==> src/rtl/hazard_pkg.sv <==
// rtl/hazard_pkg.sv - shared types for the pipeline hazard unit
package hazard_pkg;

  typedef enum logic [1:0] {
    FWD_RF = 2'd0,
    FWD_M  = 2'd1,
    FWD_W  = 2'd2
  } fwd_sel_t;

  typedef enum logic [1:0] {
    IDLE = 2'd0,
    BUSY = 2'd1,
    WB   = 2'd2
  } mc_state_t;

  localparam int MC_CNT_W = 4;

endpackage

==> src/rtl/mc_tracker.sv <==
// rtl/mc_tracker.sv - multi-cycle unit occupancy tracker (IDLE/BUSY/WB)
module mc_tracker
  import hazard_pkg::*;
#(
  parameter int AW     = 5,
  parameter int MC_LAT = 4
) (
  input  logic          CLK,
  input  logic          RST_N,
  input  logic          i_start,
  input  logic [AW-1:0] i_waddr,
  output logic          o_busy,
  output logic          o_wb,
  output logic [AW-1:0] o_waddr
);

  localparam logic [MC_CNT_W-1:0] LP_CNT_INIT = MC_CNT_W'(MC_LAT - 2);

  mc_state_t             r_state;
  mc_state_t             w_next;
  logic [MC_CNT_W-1:0]   r_cnt;
  logic [AW-1:0]         r_waddr;
  logic                  w_issue;

  always_comb begin
    w_next  = r_state;
    w_issue = 1'b0;
    o_busy  = 1'b0;
    o_wb    = 1'b0;
    case (r_state)
      IDLE: begin
        if (i_start && (i_waddr != '0)) begin
          w_next  = BUSY;
          w_issue = 1'b1;
        end
      end
      BUSY: begin
        o_busy = 1'b1;
        if (r_cnt == '0) w_next = WB;
      end
      WB: begin
        o_busy = 1'b1;
        o_wb   = 1'b1;
        w_next = IDLE;
      end
      default: w_next = IDLE;
    endcase
  end

  always_ff @(posedge CLK or negedge RST_N) begin
    if (!RST_N) r_state <= IDLE;
    else        r_state <= w_next;
  end

  // Counter reaching zero in BUSY marks the last busy cycle before write-back.
  always_ff @(posedge CLK or negedge RST_N) begin
    if (!RST_N) begin
      r_cnt   <= '0;
      r_waddr <= '0;
    end else if (w_issue) begin
      r_cnt   <= LP_CNT_INIT;
      r_waddr <= i_waddr;
    end else if ((r_state == BUSY) && (r_cnt != '0)) begin
      r_cnt <= r_cnt - MC_CNT_W'(1);
    end
  end

  assign o_waddr = r_waddr;

endmodule

==> src/rtl/pipe_hazard_unit.sv <==
// rtl/pipe_hazard_unit.sv - forwarding, load-use/multi-cycle stall and branch flush control
module pipe_hazard_unit
  import hazard_pkg::*;
#(
  parameter int AW     = 5,
  parameter int MC_LAT = 4,
  parameter int CNT_W  = 32
) (
  input  logic             CLK,
  input  logic             RST_N,
  input  logic [AW-1:0]    D_ADDR1,
  input  logic [AW-1:0]    D_ADDR2,
  input  logic             D_USE1,
  input  logic             D_USE2,
  input  logic             D_MC_OP,
  input  logic [AW-1:0]    D_WADDR,
  input  logic [AW-1:0]    E_ADDR1,
  input  logic [AW-1:0]    E_ADDR2,
  input  logic [AW-1:0]    E_WADDR,
  input  logic             E_REG_WRITE,
  input  logic             E_MEM_READ,
  input  logic             E_MC_START,
  input  logic             BRANCH_TAKEN,
  input  logic [AW-1:0]    M_WADDR,
  input  logic [AW-1:0]    W_WADDR,
  input  logic             M_REG_WRITE,
  input  logic             W_REG_WRITE,
  output logic [1:0]       FWD_A_SEL,
  output logic [1:0]       FWD_B_SEL,
  output logic             STALL_F,
  output logic             STALL_D,
  output logic             FLUSH_D,
  output logic             FLUSH_E,
  output logic             MC_BUSY,
  output logic             MC_WB,
  output logic [AW-1:0]    MC_WADDR,
  output logic [CNT_W-1:0] STALL_CNT
);

  logic             w_load_use;
  logic             w_mc_hit;
  logic             w_mc_stall;
  logic             w_mc_start;
  logic [CNT_W-1:0] r_stall_cnt;

  always_comb begin
    FWD_A_SEL = FWD_RF;
    FWD_B_SEL = FWD_RF;
    if (M_REG_WRITE && (M_WADDR != '0) && (M_WADDR == E_ADDR1))      FWD_A_SEL = FWD_M;
    else if (W_REG_WRITE && (W_WADDR != '0) && (W_WADDR == E_ADDR1)) FWD_A_SEL = FWD_W;
    if (M_REG_WRITE && (M_WADDR != '0) && (M_WADDR == E_ADDR2))      FWD_B_SEL = FWD_M;
    else if (W_REG_WRITE && (W_WADDR != '0) && (W_WADDR == E_ADDR2)) FWD_B_SEL = FWD_W;
  end

  assign w_load_use = E_MEM_READ && E_REG_WRITE && (E_WADDR != '0) &&
                      ((D_USE1 && (D_ADDR1 == E_WADDR)) || (D_USE2 && (D_ADDR2 == E_WADDR)));

  // A second multi-cycle op waits in decode until the unit is free.
  assign w_mc_hit   = (MC_WADDR != '0) &&
                      ((D_USE1 && (D_ADDR1 == MC_WADDR)) || (D_USE2 && (D_ADDR2 == MC_WADDR)) ||
                       (D_WADDR == MC_WADDR));
  assign w_mc_stall = MC_BUSY && (w_mc_hit || D_MC_OP);

  always_comb begin
    STALL_F = 1'b0;
    STALL_D = 1'b0;
    FLUSH_D = 1'b0;
    FLUSH_E = 1'b0;
    if (BRANCH_TAKEN) begin
      FLUSH_D = 1'b1;
      FLUSH_E = 1'b1;
    end else if (w_load_use || w_mc_stall) begin
      STALL_F = 1'b1;
      STALL_D = 1'b1;
      FLUSH_E = 1'b1;
    end
  end

  assign w_mc_start = E_MC_START && !FLUSH_E;

  mc_tracker #(
    .AW     (AW),
    .MC_LAT (MC_LAT)
  ) u_mc_tracker (
    .CLK     (CLK),
    .RST_N   (RST_N),
    .i_start (w_mc_start),
    .i_waddr (E_WADDR),
    .o_busy  (MC_BUSY),
    .o_wb    (MC_WB),
    .o_waddr (MC_WADDR)
  );

  always_ff @(posedge CLK or negedge RST_N) begin
    if (!RST_N)                             r_stall_cnt <= '0;
    else if (STALL_D && (r_stall_cnt != '1)) r_stall_cnt <= r_stall_cnt + CNT_W'(1);
  end

  assign STALL_CNT = r_stall_cnt;

endmodule

==> config.mk <==
export PLATFORM = sky130hd
export DESIGN_NAME = pipe_hazard_unit
export DESIGN_NICKNAME = d
export VERILOG_FILES = /design/src/rtl/hazard_pkg.sv /design/src/rtl/mc_tracker.sv /design/src/rtl/pipe_hazard_unit.sv
export SDC_FILE = /design/constraint.sdc
export NUM_CORES = 1
export LEC_CHECK = 0
export CAP_MARGIN = 30
export CORE_UTILIZATION = 49
export DETAILED_ROUTE_END_ITERATION = 12
export HOLD_SLACK_MARGIN = 0.02
export MAX_ROUTING_LAYER = met4
export PLACE_DENSITY = 0.9
export SKIP_LAST_GASP = 1
export SYNTH_ARGS = -nofsm -noshare
export SYNTH_HDL_FRONTEND = slang
export SYNTH_SLANG_ARGS = --single-unit
==> constraint.sdc <==
create_clock -name CLK -period 6.8 [get_ports CLK]
set_clock_uncertainty 0.05 [all_clocks]
set_input_delay 0.68 -clock CLK [delete_from_list [all_inputs] [get_ports CLK]]
set_output_delay 0.68 -clock CLK [all_outputs]
set_load 0.005 [all_outputs]
==> results of run 1 <==
==> area by class of cell <==
type	instances	area, sq um	area share
clock buffers	6	72.6	0.0188
repair buffers	98	986	0.256
clock inverters	2	12.5	0.00325
inverters	7	26.3	0.00682
multi-input cells	216	1590	0.413
flip-flops and latches	43	1080	0.279
well taps	70	87.6	0.0227
==> metrics by stage <==
stage / util / cell area, sq um / power, W / setup slack, ns
2_1_floorplan: - / 2740 / 0.000563 / 4.15
3_3_place_gp: 0.715 / 3750 / 0.000714 / 3.04
5_1_grt: 0.735 / 3850 / 0.000941 / 2.81
4_1_cts: 0.731 / 3830 / 0.000888 / 2.96
3_5_place_dp: 0.715 / 3750 / 0.000729 / 2.97
6_report: 0.735 / 3850 / 0.000884 / 2.98
==> worst paths after layout <==
kind                                     from                       to  slack [ns]
worst max-delay path               D_WADDR[3]                  STALL_F        2.98
worst min-delay path                    RST_N             STALL_CNT[5]        0.13
worst max register to register  STALL_CNT[13]            STALL_CNT[11]        3.60
worst min register to register   STALL_CNT[6]             STALL_CNT[6]        0.45
max in group asynchronous               RST_N  u_mc_tracker.o_waddr[4]        6.16
min in group CLK                 STALL_CNT[6]             STALL_CNT[6]        0.45
==> Yosys cell counts, types with 4 or more instances <==
library cell / instances / area (sq um)
sky130_fd_sc_hd__nand2_1: 22 / 82.6
sky130_fd_sc_hd__nand4_1: 18 / 113
sky130_fd_sc_hd__or4_1: 5 / 37.5
sky130_fd_sc_hd__nor4_1: 7 / 43.8
sky130_fd_sc_hd__xor2_1: 24 / 210
sky130_fd_sc_hd__clkbuf_1: 4 / 15.0
sky130_fd_sc_hd__ha_1: 6 / 75.1
sky130_fd_sc_hd__dfrtp_1: 43 / 1080
sky130_fd_sc_hd__and3_1: 17 / 106
sky130_fd_sc_hd__inv_1: 7 / 26.3
sky130_fd_sc_hd__nor3_1: 4 / 20.0
sky130_fd_sc_hd__xnor2_1: 54 / 473
sky130_fd_sc_hd__mux2_4: 5 / 75.1
sky130_fd_sc_hd__nand3_1: 13 / 65.1
sky130_fd_sc_hd__nor2_1: 6 / 22.5
sky130_fd_sc_hd__and4_1: 4 / 35.0
==> flip-flops by register name, summed over array words and instances, names as in the netlist <==
name / cells
STALL_CNT: 32
u_mc_tracker.o_waddr: 5
u_mc_tracker.r_cnt: 4
u_mc_tracker.r_state: 2
==> worst reg2reg max path: cells and delay by family (launching register included) <==
kind / cells / cell delay, ns
AND/OR/NAND/NOR: 5 / 2.21
flip-flops: 1 / 0.45
AO/OA/AOI/OAI: 1 / 0.23
XOR/XNOR: 1 / 0.14
==> routing by layer <==
layer	routed length [um]	vias up	track usage
met5	0	-	-
met4	87	0	0.0731
met3	305	15	0.0357
met2	3540	87	0.437
met1	2670	1149	0.294
li1	-	1153	-
==> power by group through the flow <==
stage	Clock, W	Combinational (W)	Sequential [W]
floorplan	0	0.000215	0.000348
global placement	0	0.000350	0.000364
CTS	0.000161	0.000365	0.000362
finish	0.000160	0.000363	0.000361
detailed placement	0	0.000363	0.000365
global route	0.000172	0.000399	0.000370
==> kinds of logic (layout without fill, tap and decap cells) <==
family,after synthesis,after routing
AND/OR/NAND/NOR,110,110
multiplexers,7,7
adder cells (fa/ha/maj),6,6
AO/OA/AOI/OAI,15,15
buffers and inverters,15,113
XOR/XNOR,78,78
flip-flops,43,43
==> summary.txt, run 1 <==
TIMING
---------------------------------------------------------------------------------------
Max Freq .................................................................      262 MHz
Worst hold margin ........................................................     0.129 ns
Tightest Pin Transition ..................................................     0.908 ns
Max-slew headroom ........................................................        0.390
Setup repair after global routing missed its margin ......................           no
Final Critical Period ....................................................      3.82 ns
Final period util ........................................................        0.562
Total Negative Setup Slacks ..............................................         0 ns
Setup violators final ....................................................            0
Number of max-slew violations in the final report ........................            0
Final hold violation count ...............................................            0

FINISH
---------------------------------------------------------------------------------------
Leading cell types in the layout, fill and taps excluded ................. sky130_fd_sc_hd__clkdlybuf4s50_1, sky130_fd_sc_hd__xnor2_1, sky130_fd_sc_hd__dfrtp_1
Number of standard cells in the final layout excluding fillers ...........          442
Area growth from synthesis to final layout ...............................        40.6%
Final net count ..........................................................          428
Ratio of cells with drive above 1 in the final layout ....................       0.0726
Diode insertion count for antenna repair .................................            0
Count of fill cells added during filler insertion ........................          383
Leading cell type in the layout, fill and taps excluded .................. sky130_fd_sc_hd__clkdlybuf4s50_1

DIE
---------------------------------------------------------------------------------------
Number of placement rows .................................................           26
Area of the core ......................................................... 0.00524 sq mm
Die Area ................................................................. 0.00589 sq mm
Die width ................................................................      76.8 um
Initial core utilization .................................................        0.523
Height of the chip .......................................................      76.8 um
I/O pins .................................................................           98

YOSYS
---------------------------------------------------------------------------------------
Mux cell area share after synthesis ......................................       0.0356
Post-Synth XOR/XNOR Area .................................................        0.249
Area fraction in compound gates after synthesis ..........................       0.0388
Distinct cell type count of the synthesized netlist ......................           40
Post-synth design cell area .............................................. 0.00274 sq mm
Average instance area after synthesis ....................................   10.0 sq um
Adder-cell share of the synthesized area .................................       0.0274
Portion of the post-synthesis area used by sequential elements ...........        0.393
Seq cells post-synth .....................................................           43
Number of instances in the synthesized netlist ...........................          274
Fraction of registers with async set or reset after synthesis ............         1.00
Synthesis Warnings .......................................................            0
Main combinational cell family by area after synthesis ................... XOR/XNOR gates
Most frequently used flop master after synthesis ......................... sky130_fd_sc_hd__dfrtp_1
Number of flops mapped to enable cells by yosys ..........................            0
Simple-gate share of the synthesized area ................................        0.229
Nets in the synthesized netlist ..........................................          331

DETAILED ROUTING
---------------------------------------------------------------------------------------
Total iterations of the first detailed-routing run .......................            4
Number of DRC violations after detailed routing ..........................            0
Vias/cell ................................................................         5.44
Per-cell routed wire length ..............................................      14.9 um
Number of violations reported at the end of detailed-routing iteration 0 .          125
ANT nets after route .....................................................            0
Total via count in the routed design .....................................         2404
Wire length reported by the detailed router ..............................      6600 um

CTS
---------------------------------------------------------------------------------------
CTS tree .................................................................          yes
Number of cells upsized or downsized after cts ...........................            0
TritonCTS Sinks ..........................................................           43
Worst-Skew Late Latency ..................................................      0.30 ns
CTS Root Buffer Type ..................................................... sky130_fd_sc_hd__clkbuf_8
Hold Buf Count CTS .......................................................            0
H-tree levels ............................................................            2
Post-CTS setup buffer count ..............................................            0
Maximum clock path buffer count ..........................................            2
Clock-pin slew of the registers on the worst-case setup and hold paths ...      0.08 ns
Number of buffers created by CTS .........................................            5

PLACED DESIGN
---------------------------------------------------------------------------------------
Final weighted congestion in routability-driven placement ................        0.874
Buffers on Ports .........................................................           97
Post-DP HPWL .............................................................      5230 um
Cell total after placement ...............................................          433

SETUP PATH
---------------------------------------------------------------------------------------
Buffer and inverter count on the worst path ..............................            2
Critical path cell sequence .............................................. clkdlybuf4s50_1 -> xnor2_1 -> nand3_1 -> nor4_1 -> o31ai_2 -> a21oi_1 -> clkdlybuf4s50_1
Max stage delay cell, worst path ......................................... sky130_fd_sc_hd__clkdlybuf4s50_1
Cell seen most often among critical-path stages .......................... sky130_fd_sc_hd__clkdlybuf4s50_1
Category of the critical setup timing path ............................... input port to output pin
Kind of launch point of the worst setup path .............................   input port
Number of cells on the worst reg-to-reg path .............................            7
Largest stage delay, worst path ..........................................      0.64 ns
Maximum fanout along the worst path ......................................            7
Arrival @ worst endpoint .................................................      3.09 ns
Cell depth of the worst setup path .......................................            7
Critical path required time ..............................................      6.07 ns
Kind of end point of the critical path ...................................   output pin
Family with the most delay on the worst path ............................. buffers and inverters

PWR
---------------------------------------------------------------------------------------
Gate power share .........................................................        0.411
Int Power ................................................................   0.000587 W
Fraction of power consumed by the clock network ..........................        0.180
Areal power density over the cells .......................................  229 mW/mm^2
Switching Share ..........................................................        0.336
Total leakage power ......................................................      1.62 nW
Net switching power of the design ........................................   0.000297 W
Register share of total power ............................................        0.409
Peak supply drop .........................................................   0.000159 V

GLOBAL ROUTE
---------------------------------------------------------------------------------------
Global-route wire length before repair ...................................     11500 um
Pin count of the biggest net entering global routing .....................           44
Overall routing resource usage ...........................................        0.249
Vias in the first global route ...........................................         2477
Overflow left after global routing .......................................            0
Number of antenna violations at the first check in global routing ........            0

HOLD PATH
---------------------------------------------------------------------------------------
Worst hold path type ..................................................... input port to async pin

JOB
---------------------------------------------------------------------------------------
Max-capacitance violation count ..........................................            0

OUTCOME
---------------------------------------------------------------------------------------
Outcome .................................................................. finished, final reports clean

No activity file was read; power rests on OpenSTA's default activity.
==> run 2, diff against run 1 <==
- CORE_UTILIZATION: 49 -> 41
- PLACE_DENSITY: 0.9 -> 0.81
- clock period: 6.8 -> 3.5 ns (I/O delays scaled with it)
==> run 2 against run 1 <==
  * Clock power grew 93%
  * Cell count grew 2.5%
  * Count of clock-buffer cells in the layout is the same
  * Via count grew 0.21%
  * Combinational power grew 99%
  * Total power grew 96%
  * First-iteration DRC count shrank 34%
  * Hold slack gained 0.24 ns
  * Routed wire length shrank 1.4%
  * Largest cell class unchanged
==> summary.txt, run 2 (synthesis gave the netlist of run 1 again) <==
PWR
---------------------------------------------------------------------------------------
Net switching power of the design ........................................   0.000583 W   was 0.000297 W
Peak supply drop .........................................................   0.000344 V   was 0.000159 V
Total leakage power ......................................................      1.64 nW   was 1.62 nW
Fraction of power consumed by the clock network ..........................        0.179   was 0.180
Register share of total power ............................................        0.404   was 0.409
Int Power ................................................................    0.00115 W   was 0.000587 W
Areal power density over the cells .......................................  445 mW/mm^2   was 229 mW/mm^2
Gate power share .........................................................        0.417   was 0.411
Switching Share ..........................................................        0.337   was 0.336

FINISH
---------------------------------------------------------------------------------------
Footprint of the flip-flops and latches .................................. 0.00108 sq mm   unchanged
Final net count ..........................................................          432   was 428
Count of fill cells added during filler insertion ........................          554   was 383
Flip-flop count of the largest register, all copies and words added ......           32   unchanged
Ratio of cells with drive above 1 in the final layout ....................       0.0798   was 0.0726
Area growth from synthesis to final layout ...............................        42.1%   was 40.6%
Leading cell types in the layout, fill and taps excluded ................. sky130_fd_sc_hd__clkdlybuf4s50_1, sky130_fd_sc_hd__xnor2_1, sky130_fd_sc_hd__dfrtp_1   unchanged
Leading cell type in the layout, fill and taps excluded .................. sky130_fd_sc_hd__clkdlybuf4s50_1   unchanged
Post-layout instance area ................................................ 0.00389 sq mm   was 0.00385 sq mm
Number of standard cells in the final layout excluding fillers ...........          453   was 442
Diode insertion count for antenna repair .................................            0   unchanged
Area of the multi-input gates ............................................ 0.00159 sq mm   unchanged

CTS
---------------------------------------------------------------------------------------
Number of buffers created by CTS .........................................            5   unchanged
H-tree levels ............................................................            2   unchanged
Maximum clock path buffer count ..........................................            2   unchanged
Hold Buf Count CTS .......................................................            0   unchanged
TritonCTS Sinks ..........................................................           43   unchanged
CTS Root Buffer Type ..................................................... sky130_fd_sc_hd__clkbuf_8   unchanged
CTS tree .................................................................          yes   unchanged
Post-CTS setup buffer count ..............................................            0   unchanged
Worst-Skew Late Latency ..................................................      0.29 ns   was 0.30 ns
Clock-pin slew of the registers on the worst-case setup and hold paths ...      0.09 ns   was 0.08 ns
Number of cells upsized or downsized after cts ...........................            0   unchanged

GLOBAL ROUTE
---------------------------------------------------------------------------------------
Overall routing resource usage ...........................................        0.196   was 0.249
Overflow left after global routing .......................................            0   unchanged
Pin count of the biggest net entering global routing .....................           44   unchanged
Vias in the first global route ...........................................         2366   was 2477
Number of antenna violations at the first check in global routing ........            0   unchanged
Global-route wire length before repair ...................................     10800 um   was 11500 um

DIE
---------------------------------------------------------------------------------------
Number of placement rows .................................................           29   was 26
Die width ................................................................      83.7 um   was 76.8 um
Initial core utilization .................................................        0.429   was 0.523
Height of the chip .......................................................      83.7 um   was 76.8 um
Die Area ................................................................. 0.00701 sq mm   was 0.00589 sq mm
Area of the core ......................................................... 0.00639 sq mm   was 0.00524 sq mm
I/O pins .................................................................           98   unchanged

SETUP PATH
---------------------------------------------------------------------------------------
Critical path required time ..............................................      3.10 ns   was 6.07 ns
Category of the critical setup timing path ............................... flop to output pin   was input port to output pin
Maximum fanout along the worst path ......................................            6   was 7
Worst setup startpoint ................................................... u_mc_tracker.o_waddr[1]   was D_WADDR[3]
Launch point of the worst reg-to-reg path ................................ u_mc_tracker.o_waddr[1]   was STALL_CNT[13]
Critical path cell sequence .............................................. or4_1 -> nor2_2 -> nor4_1 -> o31ai_2 -> nand2_2 -> or2_2 -> clkdlybuf4s50_1   was clkdlybuf4s50_1 -> xnor2_1 -> nand3_1 -> nor4_1 -> o31ai_2 -> a21oi_1 -> clkdlybuf4s50_1
Arrival @ worst endpoint .................................................      2.76 ns   was 3.09 ns
Kind of end point of the critical path ...................................   output pin   unchanged
Max stage delay cell, worst path ......................................... sky130_fd_sc_hd__or4_1   was sky130_fd_sc_hd__clkdlybuf4s50_1
Kind of launch point of the worst setup path .............................         flop   was input port
Largest stage delay, worst path ..........................................      0.56 ns   was 0.64 ns

DETAILED ROUTING
---------------------------------------------------------------------------------------
Wire length reported by the detailed router ..............................      6510 um   was 6600 um
Total iterations of the first detailed-routing run .......................            4   unchanged
Number of violations reported at the end of detailed-routing iteration 0 .           83   was 125
Vias/cell ................................................................         5.32   was 5.44
ANT nets after route .....................................................            0   unchanged
Number of DRC violations after detailed routing ..........................            0   unchanged
Per-cell routed wire length ..............................................      14.4 um   was 14.9 um
Total via count in the routed design .....................................         2409   was 2404

PLACED DESIGN
---------------------------------------------------------------------------------------
Post-DP HPWL .............................................................      5100 um   was 5230 um
Buffers on Ports .........................................................           97   unchanged
Worst-case setup slack after placement ...................................     0.498 ns   was 2.97 ns
Cell total after placement ...............................................          443   was 433
Dpl cell area ............................................................ 0.00378 sq mm   was 0.00375 sq mm
Final weighted congestion in routability-driven placement ................        0.856   was 0.874

JOB
---------------------------------------------------------------------------------------
Max-capacitance violation count ..........................................            0   unchanged

TIMING
---------------------------------------------------------------------------------------
Tightest Pin Transition ..................................................     0.532 ns   was 0.908 ns
Final period util ........................................................        0.904
Number of max-slew violations in the final report ........................            0   unchanged
Worst hold margin ........................................................     0.367 ns   was 0.129 ns
PnR worst setup slack ....................................................     0.337 ns   was 2.98 ns
Total Negative Setup Slacks ..............................................         0 ns   unchanged
Max Freq .................................................................      316 MHz
Final Critical Period ....................................................      3.16 ns
Setup repair after global routing missed its margin ......................           no   unchanged
Final hold violation count ...............................................            0   unchanged
Max-slew headroom ........................................................        0.642   was 0.390
Setup violators final ....................................................            0   unchanged

OUTCOME
---------------------------------------------------------------------------------------
Outcome .................................................................. finished, final reports clean   unchanged

HOLD PATH
---------------------------------------------------------------------------------------
Worst hold path type ..................................................... input port to async pin   unchanged

-- run 2: cell types whose count changed in the layout (fill, tap and decap cells not counted) --
cell                            delta
sky130_fd_sc_hd__buf_4             +3
sky130_fd_sc_hd__dlygate4sd3_1     +1
-- run 2: power groups by stage --
stage | clock network [W] | registers (W) | logic, W
after floorplan | 0 | 0.000676 | 0.000419
final | 0.000309 | 0.000701 | 0.000723
after CTS | 0.000320 | 0.000702 | 0.000724
after detailed placement | 0 | 0.000710 | 0.000722
after global routing | 0.000345 | 0.000722 | 0.000783
after global placement | 0 | 0.000707 | 0.000692
-- run 2: worst max-delay path: cells and delay by family, from the launching register on --
family | cells | cell delay [ns]
DFF | 1 | 0.48
AOI/OAI and AO/OA | 1 | 0.30
buffers and inverters | 1 | 0.44
and+or+nand+nor | 5 | 1.25
-- run 2: metrics by stage --
stage	power [W]	util
floorplan	0.00109	-
global placement	0.00140	0.591
detailed placement	0.00143	0.591
CTS	0.00175	0.605
global route	0.00185	0.610
finish	0.00173	0.610
-- run 2: cell type report --
type                            instances  share of cell area
Multi-Input combinational cell        216               0.409
Sequential cell                        43               0.276
Timing Repair Buffer                  102               0.262
Tap cell                               77              0.0248
Clock buffer                            6              0.0186
Inverter                                7             0.00675
Clock inverter                          2             0.00321
-- run 2: final timing paths --
kind	endpoint	slack (ns)	depth (start not counted)
max	FLUSH_E	0.34	7
min	STALL_CNT[4]	0.37	2
max reg2reg	u_mc_tracker.o_waddr[3]	0.67	7
min reg2reg	STALL_CNT[31]	0.44	1
max in group asynchronous	u_mc_tracker.r_cnt[3]	2.59	3
min in group CLK	STALL_CNT[31]	0.44	1
-- run 2: metal layers --
metal / wire length [um] / part of all wire / GRT usage
met5: 0 / 0 / -
met4: 144 / 0.022 / 0.0709
met3: 374 / 0.057 / 0.0396
met2: 3170 / 0.49 / 0.322
met1: 2830 / 0.43 / 0.241
